<file path="src/rtl/eth_tx_arb_pkg.sv">
`default_nettype none
// ============================================================================
// eth_tx_arb_pkg : shared encodings and width-derived defaults for eth_tx_arb
// Rev 1.0
// ============================================================================
`ifndef ETH_OUTPUT_WIDTH
`define ETH_OUTPUT_WIDTH 8
`endif

package eth_tx_arb_pkg;

    localparam int ETH_W = `ETH_OUTPUT_WIDTH;

    typedef enum logic [3:0] {
        ST_IDLE    = 4'b0001,
        ST_GNT_ARP = 4'b0010,
        ST_GNT_UDP = 4'b0100,
        ST_IFG     = 4'b1000
    } state_t;

    typedef enum logic {
        OWN_ARP = 1'b0,
        OWN_UDP = 1'b1
    } owner_t;

    // MII moves a nibble per cycle, so the 96-bit gap needs twice the cycles.
    function automatic int ifg_for_width(input int w);
        return (w == 4) ? 24 : 12;
    endfunction

    localparam int IFG_DEFAULT = ifg_for_width(ETH_W);

endpackage
`default_nettype wire

</file>
<file path="src/rtl/eth_tx_arb_if.sv">
`default_nettype none
// ============================================================================
// eth_tx_arb_if : ARP/UDP source handshakes and PHY-side tx port of eth_tx_arb
// Rev 1.0
// ============================================================================
interface eth_tx_arb_if #(
  parameter int DATA_W = eth_tx_arb_pkg::ETH_W
);
  logic              arp_req;
  logic              arp_gnt;
  logic              arp_tx_en;
  logic [DATA_W-1:0] arp_tx_data;
  logic              arp_tx_done;
  logic              udp_req;
  logic              udp_gnt;
  logic              udp_tx_en;
  logic [DATA_W-1:0] udp_tx_data;
  logic              udp_tx_done;
  logic              eth_tx_en;
  logic [DATA_W-1:0] eth_tx_data;
  logic              err_collision;
  logic              err_timeout;

  modport master (
    output arp_req, arp_tx_en, arp_tx_data, arp_tx_done,
    output udp_req, udp_tx_en, udp_tx_data, udp_tx_done,
    input  arp_gnt, udp_gnt, eth_tx_en, eth_tx_data, err_collision, err_timeout
  );

  modport slave (
    input  arp_req, arp_tx_en, arp_tx_data, arp_tx_done,
    input  udp_req, udp_tx_en, udp_tx_data, udp_tx_done,
    output arp_gnt, udp_gnt, eth_tx_en, eth_tx_data, err_collision, err_timeout
  );
endinterface
`default_nettype wire

</file>
<file path="src/rtl/eth_rr_arb2.sv">
`default_nettype none
// ============================================================================
// eth_rr_arb2 : two-way round-robin picker; the source not granted last wins ties
// Rev 1.0
// ============================================================================
module eth_rr_arb2
  import eth_tx_arb_pkg::*;
(
  input  logic   clk,
  input  logic   rst_n,
  input  logic   req_arp,
  input  logic   req_udp,
  input  logic   take,
  output logic   valid,
  output owner_t winner
);

  owner_t r_last;

  always_comb begin
    valid  = req_arp | req_udp;
    winner = OWN_ARP;
    if (req_arp && req_udp) begin
      winner = (r_last == OWN_ARP) ? OWN_UDP : OWN_ARP;
    end else if (req_udp) begin
      winner = OWN_UDP;
    end
  end

  // Reset to UDP so ARP wins the very first tie.
  always_ff @(posedge clk or negedge rst_n) begin
    if (!rst_n) begin
      r_last <= OWN_UDP;
    end else if (take && valid) begin
      r_last <= winner;
    end
  end

endmodule
`default_nettype wire

</file>
<file path="src/rtl/eth_tx_arb.sv">
`default_nettype none
// ============================================================================
// eth_tx_arb : grants one MAC tx port to ARP or UDP, registered mux, IFG, watchdog
// Rev 1.0
// ============================================================================
module eth_tx_arb
  import eth_tx_arb_pkg::*;
#(
  parameter int          DATA_W  = ETH_W,
  parameter int          IFG_CYC = IFG_DEFAULT,
  parameter logic [15:0] MAX_CYC = 16'd3100
) (
  input  logic       clk,
  input  logic       rst_n,
  eth_tx_arb_if.slave bus
);

  localparam logic [7:0]  c_ifg_last = 8'(IFG_CYC - 1);
  localparam logic [15:0] c_wd_last  = MAX_CYC - 16'd1;

  state_t            r_state;
  state_t            w_state_nxt;
  logic [15:0]       r_wd_cnt;
  logic [7:0]        r_ifg_cnt;
  logic              r_tx_en;
  logic [DATA_W-1:0] r_tx_data;
  logic              r_err_coll;
  logic              w_pick_valid;
  owner_t            w_pick;
  logic              w_take;
  logic              w_in_gnt;
  logic              w_own_done;
  logic              w_wd_hit;
  logic              w_arp_gnt;
  logic              w_udp_gnt;
  logic              w_err_timeout;

  eth_rr_arb2 u_rr (
    .clk     (clk),
    .rst_n   (rst_n),
    .req_arp (bus.arp_req),
    .req_udp (bus.udp_req),
    .take    (w_take),
    .valid   (w_pick_valid),
    .winner  (w_pick)
  );

  assign w_take   = (r_state == ST_IDLE);
  assign w_in_gnt = (r_state == ST_GNT_ARP) || (r_state == ST_GNT_UDP);
  // Only the owner's done counts; a stray done from the other source is ignored.
  assign w_own_done = ((r_state == ST_GNT_ARP) && bus.arp_tx_done) ||
                      ((r_state == ST_GNT_UDP) && bus.udp_tx_done);
  assign w_wd_hit   = w_in_gnt && (r_wd_cnt == c_wd_last);

  always_comb begin
    w_state_nxt   = r_state;
    w_arp_gnt     = (r_state == ST_GNT_ARP);
    w_udp_gnt     = (r_state == ST_GNT_UDP);
    w_err_timeout = w_wd_hit && !w_own_done;
    unique case (r_state)
      ST_IDLE: begin
        if (w_pick_valid) begin
          w_state_nxt = (w_pick == OWN_ARP) ? ST_GNT_ARP : ST_GNT_UDP;
        end
      end
      ST_GNT_ARP, ST_GNT_UDP: begin
        if (w_own_done || w_wd_hit) begin
          w_state_nxt = ST_IFG;
        end
      end
      ST_IFG: begin
        if (r_ifg_cnt == c_ifg_last) begin
          w_state_nxt = ST_IDLE;
        end
      end
      default: w_state_nxt = ST_IDLE;
    endcase
  end

  always_ff @(posedge clk or negedge rst_n) begin
    if (!rst_n) begin
      r_state   <= ST_IDLE;
      r_wd_cnt  <= '0;
      r_ifg_cnt <= '0;
    end else begin
      r_state <= w_state_nxt;
      if (w_take && w_pick_valid) begin
        r_wd_cnt <= '0;
      end else if (w_in_gnt && (r_wd_cnt != 16'hFFFF)) begin
        r_wd_cnt <= r_wd_cnt + 16'd1;
      end
      if (w_in_gnt) begin
        r_ifg_cnt <= '0;
      end else if (r_state == ST_IFG) begin
        r_ifg_cnt <= r_ifg_cnt + 8'd1;
      end
    end
  end

  // Forwarding keys off the current state, so a forced release cuts tx_en
  // one cycle after leaving GNT no matter what the source still drives.
  always_ff @(posedge clk or negedge rst_n) begin
    if (!rst_n) begin
      r_tx_en    <= 1'b0;
      r_tx_data  <= '0;
      r_err_coll <= 1'b0;
    end else begin
      r_tx_en   <= 1'b0;
      r_tx_data <= '0;
      if (r_state == ST_GNT_ARP) begin
        r_tx_en   <= bus.arp_tx_en;
        r_tx_data <= bus.arp_tx_data;
      end else if (r_state == ST_GNT_UDP) begin
        r_tx_en   <= bus.udp_tx_en;
        r_tx_data <= bus.udp_tx_data;
      end
      r_err_coll <= (bus.arp_tx_en && (r_state != ST_GNT_ARP)) ||
                    (bus.udp_tx_en && (r_state != ST_GNT_UDP));
    end
  end

  assign bus.arp_gnt       = w_arp_gnt;
  assign bus.udp_gnt       = w_udp_gnt;
  assign bus.eth_tx_en     = r_tx_en;
  assign bus.eth_tx_data   = r_tx_data;
  assign bus.err_collision = r_err_coll;
  assign bus.err_timeout   = w_err_timeout;

endmodule
`default_nettype wire

</file>
<file path="src/flat_wrapper.sv">
// flat-port wrapper written by rule: the top's interface ports become plain ports
module eth_tx_arb_flat import eth_tx_arb_pkg::*;
#(
  parameter int          DATA_W  = ETH_W,
  parameter int          IFG_CYC = IFG_DEFAULT,
  parameter logic [15:0] MAX_CYC = 16'd3100
)
  (clk, rst_n, bus_arp_req, bus_arp_tx_en, bus_arp_tx_data, bus_arp_tx_done, bus_udp_req, bus_udp_tx_en, bus_udp_tx_data, bus_udp_tx_done, bus_arp_gnt, bus_udp_gnt, bus_eth_tx_en, bus_eth_tx_data, bus_err_collision, bus_err_timeout);
  eth_tx_arb_if #(.DATA_W(DATA_W)) bus_i ();
  input  logic clk;
  input  logic rst_n;
  input wire logic [$bits(bus_i.arp_req)-1:0] bus_arp_req;
  input wire logic [$bits(bus_i.arp_tx_en)-1:0] bus_arp_tx_en;
  input wire logic [$bits(bus_i.arp_tx_data)-1:0] bus_arp_tx_data;
  input wire logic [$bits(bus_i.arp_tx_done)-1:0] bus_arp_tx_done;
  input wire logic [$bits(bus_i.udp_req)-1:0] bus_udp_req;
  input wire logic [$bits(bus_i.udp_tx_en)-1:0] bus_udp_tx_en;
  input wire logic [$bits(bus_i.udp_tx_data)-1:0] bus_udp_tx_data;
  input wire logic [$bits(bus_i.udp_tx_done)-1:0] bus_udp_tx_done;
  output wire logic [$bits(bus_i.arp_gnt)-1:0] bus_arp_gnt;
  output wire logic [$bits(bus_i.udp_gnt)-1:0] bus_udp_gnt;
  output wire logic [$bits(bus_i.eth_tx_en)-1:0] bus_eth_tx_en;
  output wire logic [$bits(bus_i.eth_tx_data)-1:0] bus_eth_tx_data;
  output wire logic [$bits(bus_i.err_collision)-1:0] bus_err_collision;
  output wire logic [$bits(bus_i.err_timeout)-1:0] bus_err_timeout;
  assign bus_i.arp_req = bus_arp_req;
  assign bus_i.arp_tx_en = bus_arp_tx_en;
  assign bus_i.arp_tx_data = bus_arp_tx_data;
  assign bus_i.arp_tx_done = bus_arp_tx_done;
  assign bus_i.udp_req = bus_udp_req;
  assign bus_i.udp_tx_en = bus_udp_tx_en;
  assign bus_i.udp_tx_data = bus_udp_tx_data;
  assign bus_i.udp_tx_done = bus_udp_tx_done;
  assign bus_arp_gnt = bus_i.arp_gnt;
  assign bus_udp_gnt = bus_i.udp_gnt;
  assign bus_eth_tx_en = bus_i.eth_tx_en;
  assign bus_eth_tx_data = bus_i.eth_tx_data;
  assign bus_err_collision = bus_i.err_collision;
  assign bus_err_timeout = bus_i.err_timeout;
  eth_tx_arb #(.DATA_W(DATA_W), .IFG_CYC(IFG_CYC), .MAX_CYC(MAX_CYC)) u_core (.clk(clk), .rst_n(rst_n), .bus(bus_i));
endmodule
</file>
<file path="config.mk">
export PLATFORM = sky130hd
export DESIGN_NAME = eth_tx_arb_flat
export DESIGN_NICKNAME = d
export VERILOG_FILES = /design/src/rtl/eth_tx_arb_pkg.sv /design/src/rtl/eth_tx_arb_if.sv /design/src/rtl/eth_rr_arb2.sv /design/src/rtl/eth_tx_arb.sv /design/src/flat_wrapper.sv
export SDC_FILE = /design/constraint.sdc
export NUM_CORES = 1
export LEC_CHECK = 0
export CAP_MARGIN = 20
export CORE_UTILIZATION = 50
export CTS_CLUSTER_SIZE = 10
export DETAILED_ROUTE_END_ITERATION = 8
export PLACE_DENSITY = 0.82
export SLEW_MARGIN = 20
export SYNTH_ARGS = -nofsm -noshare
export SYNTH_HDL_FRONTEND = slang
export SYNTH_HIERARCHICAL = 1
export SYNTH_SLANG_ARGS = --single-unit
</file>
<file path="constraint.sdc">
create_clock -name clk -period 2.65 [get_ports clk]
set_clock_uncertainty 0.1 [all_clocks]
set_input_delay 0.265 -clock clk [delete_from_list [all_inputs] [get_ports clk]]
set_output_delay 0.265 -clock clk [all_outputs]
set_load 0.02 [all_outputs]
</file>
# ---- Word level (Yosys, flattened, before mapping)
# Cells that the tools add are included.
dict set report totals {
  elab_cells 56
  ff_bits 39
  in_bits 24
  output_inout_bits 13
}
dict set report op_classes {
  eq_ne 12
  n_bitwise 1
  addsub 2
  n_reduce_logical 18
  mux 16
}
# operator count
set op_table {}
lappend op_table {{$mux W16} 2}
lappend op_table {{$mux W8} 4}
lappend op_table {{$add A16 B1 Y16 const B} 1}
lappend op_table {{$eq A16 B12 Y1 const B} 1}
lappend op_table {{$ne A16 B16 Y1 const B} 1}
lappend op_table {{$mux W4} 3}
lappend op_table {{$pmux W4 S3} 1}
lappend op_table {{$logic_and A1 B1 Y1} 9}
lappend op_table {{$add A8 B1 Y8 const B} 1}
lappend op_table {{$eq A8 B4 Y1 const B} 1}
lappend op_table {{$ne A2 B1 Y1 const B} 3}
lappend op_table {{$mux W1} 5}
lappend op_table {{$eq A4 B1 Y1 const B} 1}
lappend op_table {{$eq A4 B2 Y1 const B} 1}
lappend op_table {{$eq A4 B3 Y1 const B} 1}
lappend op_table {{$eq A4 B4 Y1 const B} 1}
lappend op_table {{$logic_or A1 B1 Y1} 4}
lappend op_table {{$ne A4 B2 Y1 const B} 1}
lappend op_table {{$ne A4 B3 Y1 const B} 1}
lappend op_table {{$reduce_bool A2 Y1} 2}
lappend op_table {{$mux W3} 1}
lappend op_table {{$reduce_and A3 Y1} 1}
lappend op_table {{$reduce_or A2 Y1} 1}
lappend op_table {{$logic_not A1 Y1} 1}
lappend op_table {{$or A1 B1 Y1} 1}

# ---- Depth between registers and ports, before layout
dict set report logic_depth {
  depth_word 6
  ltp_mapped 6
  mapped_depth_nobuf 5
}

# ---- Hierarchy
# The synthesis kept the hierarchy.
# mod area_per_inst_um2 cells_per_inst seq_area_each_um2 n_inst
set modules_own_cells {}
lappend modules_own_cells {eth_tx_arb 2014.4 192 952.2 1}
lappend modules_own_cells {eth_rr_arb2 51.3 5 26.3 1}

# ---- Worst setup path after synthesis
# OpenSTA, ideal clock, no wires.
dict set report synth_path {
  kind {register to register}
  start {register u_core.r_wd_cnt[0]}
  end {register u_core.r_wd_cnt[14]}
  arrival_ps 1597
  stages_incl_launch_ff 6
  synth_period_minus_slack_ps 1774
  setup_slack_ps 876
  cell_sequence {dfrtp_1 > ha_1 > and4_1 > nand3_2 > or4_1 > a21oi_1}
}
dict set report synth_between {
  elab_chain_cells 3
  elab_cells_between_ends 6
  cone_classes {add/sub: 1; eq/ne: 1; mux: 2; reduce/logical: 2}
}
# element line_no
set synth_rtl {}
lappend synth_rtl {{from (decl)} eth_tx_arb.sv:23} ;# logic [15:0] r_wd_cnt;
lappend synth_rtl {{from (signal assigned)} eth_tx_arb.sv:90} ;# r_wd_cnt <= r_wd_cnt + 16'd1;
lappend synth_rtl {{$add A16 B1 Y16 or $ne A16 B16 Y1 (tied branches)} {eth_tx_arb.sv:90, eth_tx_arb.sv:89}}
lappend synth_rtl {{$mux W16 or $logic_and A1 B1 Y1 (tied branches)} eth_tx_arb.sv:89} ;# end else if (w_in_gnt && (r_wd_cnt != 16'hFFFF)) begin
lappend synth_rtl {{$mux W16 or $reduce_bool A2 Y1 (tied branches)} n/a}
# Parallel ways exist; a longest one is shown, timed or not. The select of a mux whose other input is x is not followed.
# A chain may end at the register's enable or synchronous reset.

# ---- Worst setup path after layout
dict set report layout_path {
  start {register u_core.r_wd_cnt[0]}
  end {output port bus_err_timeout}
}
dict set report layout_between {
  elab_chain_cells 3
}
# element line_no
set layout_rtl {}
lappend layout_rtl {{$eq A16 B12 Y1} eth_tx_arb.sv:53} ;# assign w_wd_hit = w_in_gnt && (r_wd_cnt == c_wd_last);
lappend layout_rtl {{$logic_and A1 B1 Y1} eth_tx_arb.sv:53}
lappend layout_rtl {{$logic_and A1 B1 Y1} eth_tx_arb.sv:59} ;# w_err_timeout = w_wd_hit && !w_own_done;
lappend layout_rtl {{to (decl)} flat_wrapper.sv:25} ;# output wire logic [$bits(bus_i.err_timeout)-1:0] bus_err_timeout;
# Every way passes these cells.

==> impl_metrics.py <==
metrics = {
    "cts": {
        "cts_root_buf": "clkbuf_8",
        "clockBufferDepth": 2,
        "post_cts.repair.setup_buffers": 0,
        "cts_num_sinks": 39,
        "cts.clk_slew.worst_paths_ns": 0.07,
        "tritoncts": "built",
        "clk_latency_ns": 0.28,
        "ctsHoldBuffers": 0,
        "cts_max_level": 2,
        "cts_made_buffers": 5,
    },
    "sta": {
        "setup_slack_ns": 0.1561,
        "finalHoldViolCount": 37,
        "report.final.slew_viol_count": 0,
        "slew-limit-headroom_pct": 44.10,
        "grt_setup_unrepaired": "false",
        "setup_tns_ns": 0,
        "fin_hold_ws_ns": -0.02025,
        "min_period_over_period_pct": 94.11,
        "min_period_ns": 2.494,
        "fmax_ghz": 0.4010,
        "setup_viol": 0,
        "tightest_slew_ns": 0.8385,
    },
    "worst_setup_path": {
        "critical_path_class": "reg -> out",
        "critPathLaunchType": "flop",
        "cp.arrival_ns": 2.13,
        "cp.required_ns": 2.29,
        "critPathCaptureType": "output pin",
        "crit_path_max_fanout": 8,
        "r2r_slack_ns": 0.57,
    },
    "outcome": {
        "outcome": "finished with violations",
        "violations": "hold timing",
    },
    "detailed_routing": {
        "drt-initial-drc-count": 135,
        "wl_per_cell_um": 15.67,
        "ant_nets": 0,
        "vias": 1729,
        "dr.pass1.iters": 5,
        "viasPerCell": 6.110,
        "routed_wl_mm": 4.436,
        "drc_errors": 0,
    },
    "pwr": {
        "p_leak_nw": 1.049,
        "vdd_drop_max_mv": 0.4217,
        "p_per_area_mw_per_mm2": 674.1,
    },
    "place": {
        "gp_congestion": 0.8701,
        "place_area_mm2": 0.002464,
        "post-place-ws_ns": 0.3969,
        "hpwl_mm": 3.194,
        "io_buffers": 36,
    },
    "global_route": {
        "grt_start_max_net_pins": 40,
        "grt_pass1_wl_mm": 7.465,
        "grt_use_total_pct": 23.07,
        "grt-ovfl-total": 0,
        "antenna_found_initial": 0,
        "grt_pass1_vias": 1634,
    },
    "layout": {
        "layout-drive-gt1-share_pct": 10.21,
        "n_antenna_cell": 0,
        "fin_nets": 260,
        "fin_area_mm2": 0.002551,
        "area_delta_synth_final_pct": 23.50,
    },
    "logic_synthesis": {
        "netlist_area_mm2": 0.002066,
        "ys_seq_area_share_pct": 47.37,
        "synth-edff-count": 0,
        "postSynthAreaPerCell_um2": 10.49,
        "synth_seq_cells": 39,
        "synth_fp_nets": 223,
        "synth_cells": 197,
        "synthFlopType": "dfrtp_1",
        "yosys_warnings": 6,
        "synthArstFlopShare_pct": 100.0,
        "synth_cell_types": 47,
    },
    "flow_run": {
        "maxCapViolations": 0,
    },
    "die": {
        "die_w_um": 66.28,
        "die_y_um": 66.28,
        "row_count": 22,
        "start_util_pct": 54.38,
        "die-area_mm2": 0.004392,
        "core-area_mm2": 0.003799,
        "io_pins": 37,
    },
    "hold_path": {
        "hold_class": "in -> async",
    },
}
-- worst paths after layout --
| kind | start | endpoint | cells past startpoint |
|---|---|---|---|
| min in group clk | u_core/r_ifg_cnt[7] | u_core/r_ifg_cnt[7] | 1 |
| hold / removal | rst_n | u_core/r_ifg_cnt[5] | 1 |
| setup / recovery | u_core/r_wd_cnt[0] | bus_err_timeout | 5 |
| hold reg to reg | u_core/r_ifg_cnt[7] | u_core/r_ifg_cnt[7] | 1 |
| max in group asynchronous | rst_n | u_core/r_ifg_cnt[1] | 1 |
| setup reg to reg | u_core/r_state[1] | u_core/r_wd_cnt[8] | 4 |
-- cell usage in the layout, fill, tap and decap left out, drive strengths merged, types with 3 or more instances in the layout --
cell	n
a21oi	12
a22o	10
a31oi	3
and2	4
and3	7
and4	5
buf	3
clkbuf	7
clkdlybuf4s50	35
dfrtp	37
inv	6
mux2i	7
nand2	17
nand3	8
nand4	7
nor2	12
nor3	4
nor4	6
nor4b	5
o21ai	4
o31ai	4
o41ai	3
or4	4
xor2	5
-- registers in the layout (all words and copies together), names as in the netlist --
register,flops
u_core/bus.err_collision,1
u_core/r_ifg_cnt,8
u_core/r_wd_cnt,16
u_core/bus.eth_tx_en,1
u_core/bus.eth_tx_data,8
u_core/r_state,4
u_core/u_rr/r_last,1
-- worst max-delay path: stages (launching register included) --
cell             delay, ns
dfrtp_1               0.39
ha_1                  0.31
nor4b_2               0.31
nand3_1               0.11
nor2_1                0.10
clkdlybuf4s50_1       0.62
-- timing repair --
item | in CTS | in global routing
endpoints found under the hold margin | 0 | 0
resized for setup | 0 | 1
endpoints found under the setup margin | 0 | 1
-- logic make-up after synthesis --
group / count (synthesis) / synth area share (%)
AO/OA/AOI/OAI: 41 / 13.69
XOR/XNOR: 7 / 3.877
adder cells (fa/ha/maj): 2 / 1.211
buffers and inverters: 14 / 3.271
flip-flops: 39 / 47.37
multiplexers: 7 / 3.392
AND/OR/NAND/NOR: 87 / 27.20
-- synthesized netlist by cell type, drive strengths merged (2+ instances only) --
cell type  count  share of area (%)
or4            4                1.5
mux2i          7                3.4
a31oi          3               0.91
dfrtp         37                 45
buf            5                1.6
nor4           6                2.8
ha             2                1.2
nand3          8                2.2
clkbuf         3               0.55
nor3           4               0.97
dfstp          2                2.5
nor4b          5                2.8
nand2         17                3.1
o21ai          4               0.97
nand4          7                2.8
a21oi         12                2.9
o31ai          4                1.5
and3           7                2.2
o41ai          3                1.3
and4           5                2.1
xnor2          2               0.85
nor2          12                2.5
and2           4                1.3
inv            6                1.1
nor3b          2               0.73
nand2b         2               0.61
a22o          10                4.2
nand4b         2               0.85
xor2           5                3.0
-- final cells by class --
type	count	area (µm²)
tap	48	60.06
clock inverter	1	5.005
clock buffer	7	76.32
timing repair buffer	38	370.4
fill	290	1247
sequential	39	978.4
multi-input combinational	144	1039
inverter	6	22.52
-- report_power, final --
part / internal [mW] / switching [mW] / leakage (nW)
Clock: 0.185 / 0.195 / 0.0422
Sequential: 0.698 / 0.108 / 0.528
Combinational: 0.235 / 0.299 / 0.479
Total: 1.12 / 0.602 / 1.05
-- metrics by stage --
| step | hold slack [ns] | utilization, % | power [mW] | std cells |
|---|---|---|---|---|
| after CTS | 0.006619 | 67.00 | 1.737 | 283 |
| after detailed placement | 0.3181 | 64.86 | 1.350 | 275 |
| after floorplan | -0.1306 | - | 1.162 | 197 |
| after global placement | 0.3123 | 64.86 | 1.337 | 275 |
| after global routing | 0.05905 | 67.16 | 1.828 | 283 |
| final | -0.02025 | 67.16 | 1.720 | 283 |
-- layer usage --
metal / up-vias / GRT usage, % / wire [µm]
met1: 827 / 29.52 / 1954
met3: 4 / 8.276 / 390
met5: - / 0 / 0
met2: 73 / 35.84 / 2055
met4: 0 / 8.245 / 36
li1: 825 / - / -
No activity file was read; power rests on OpenSTA's default activity.
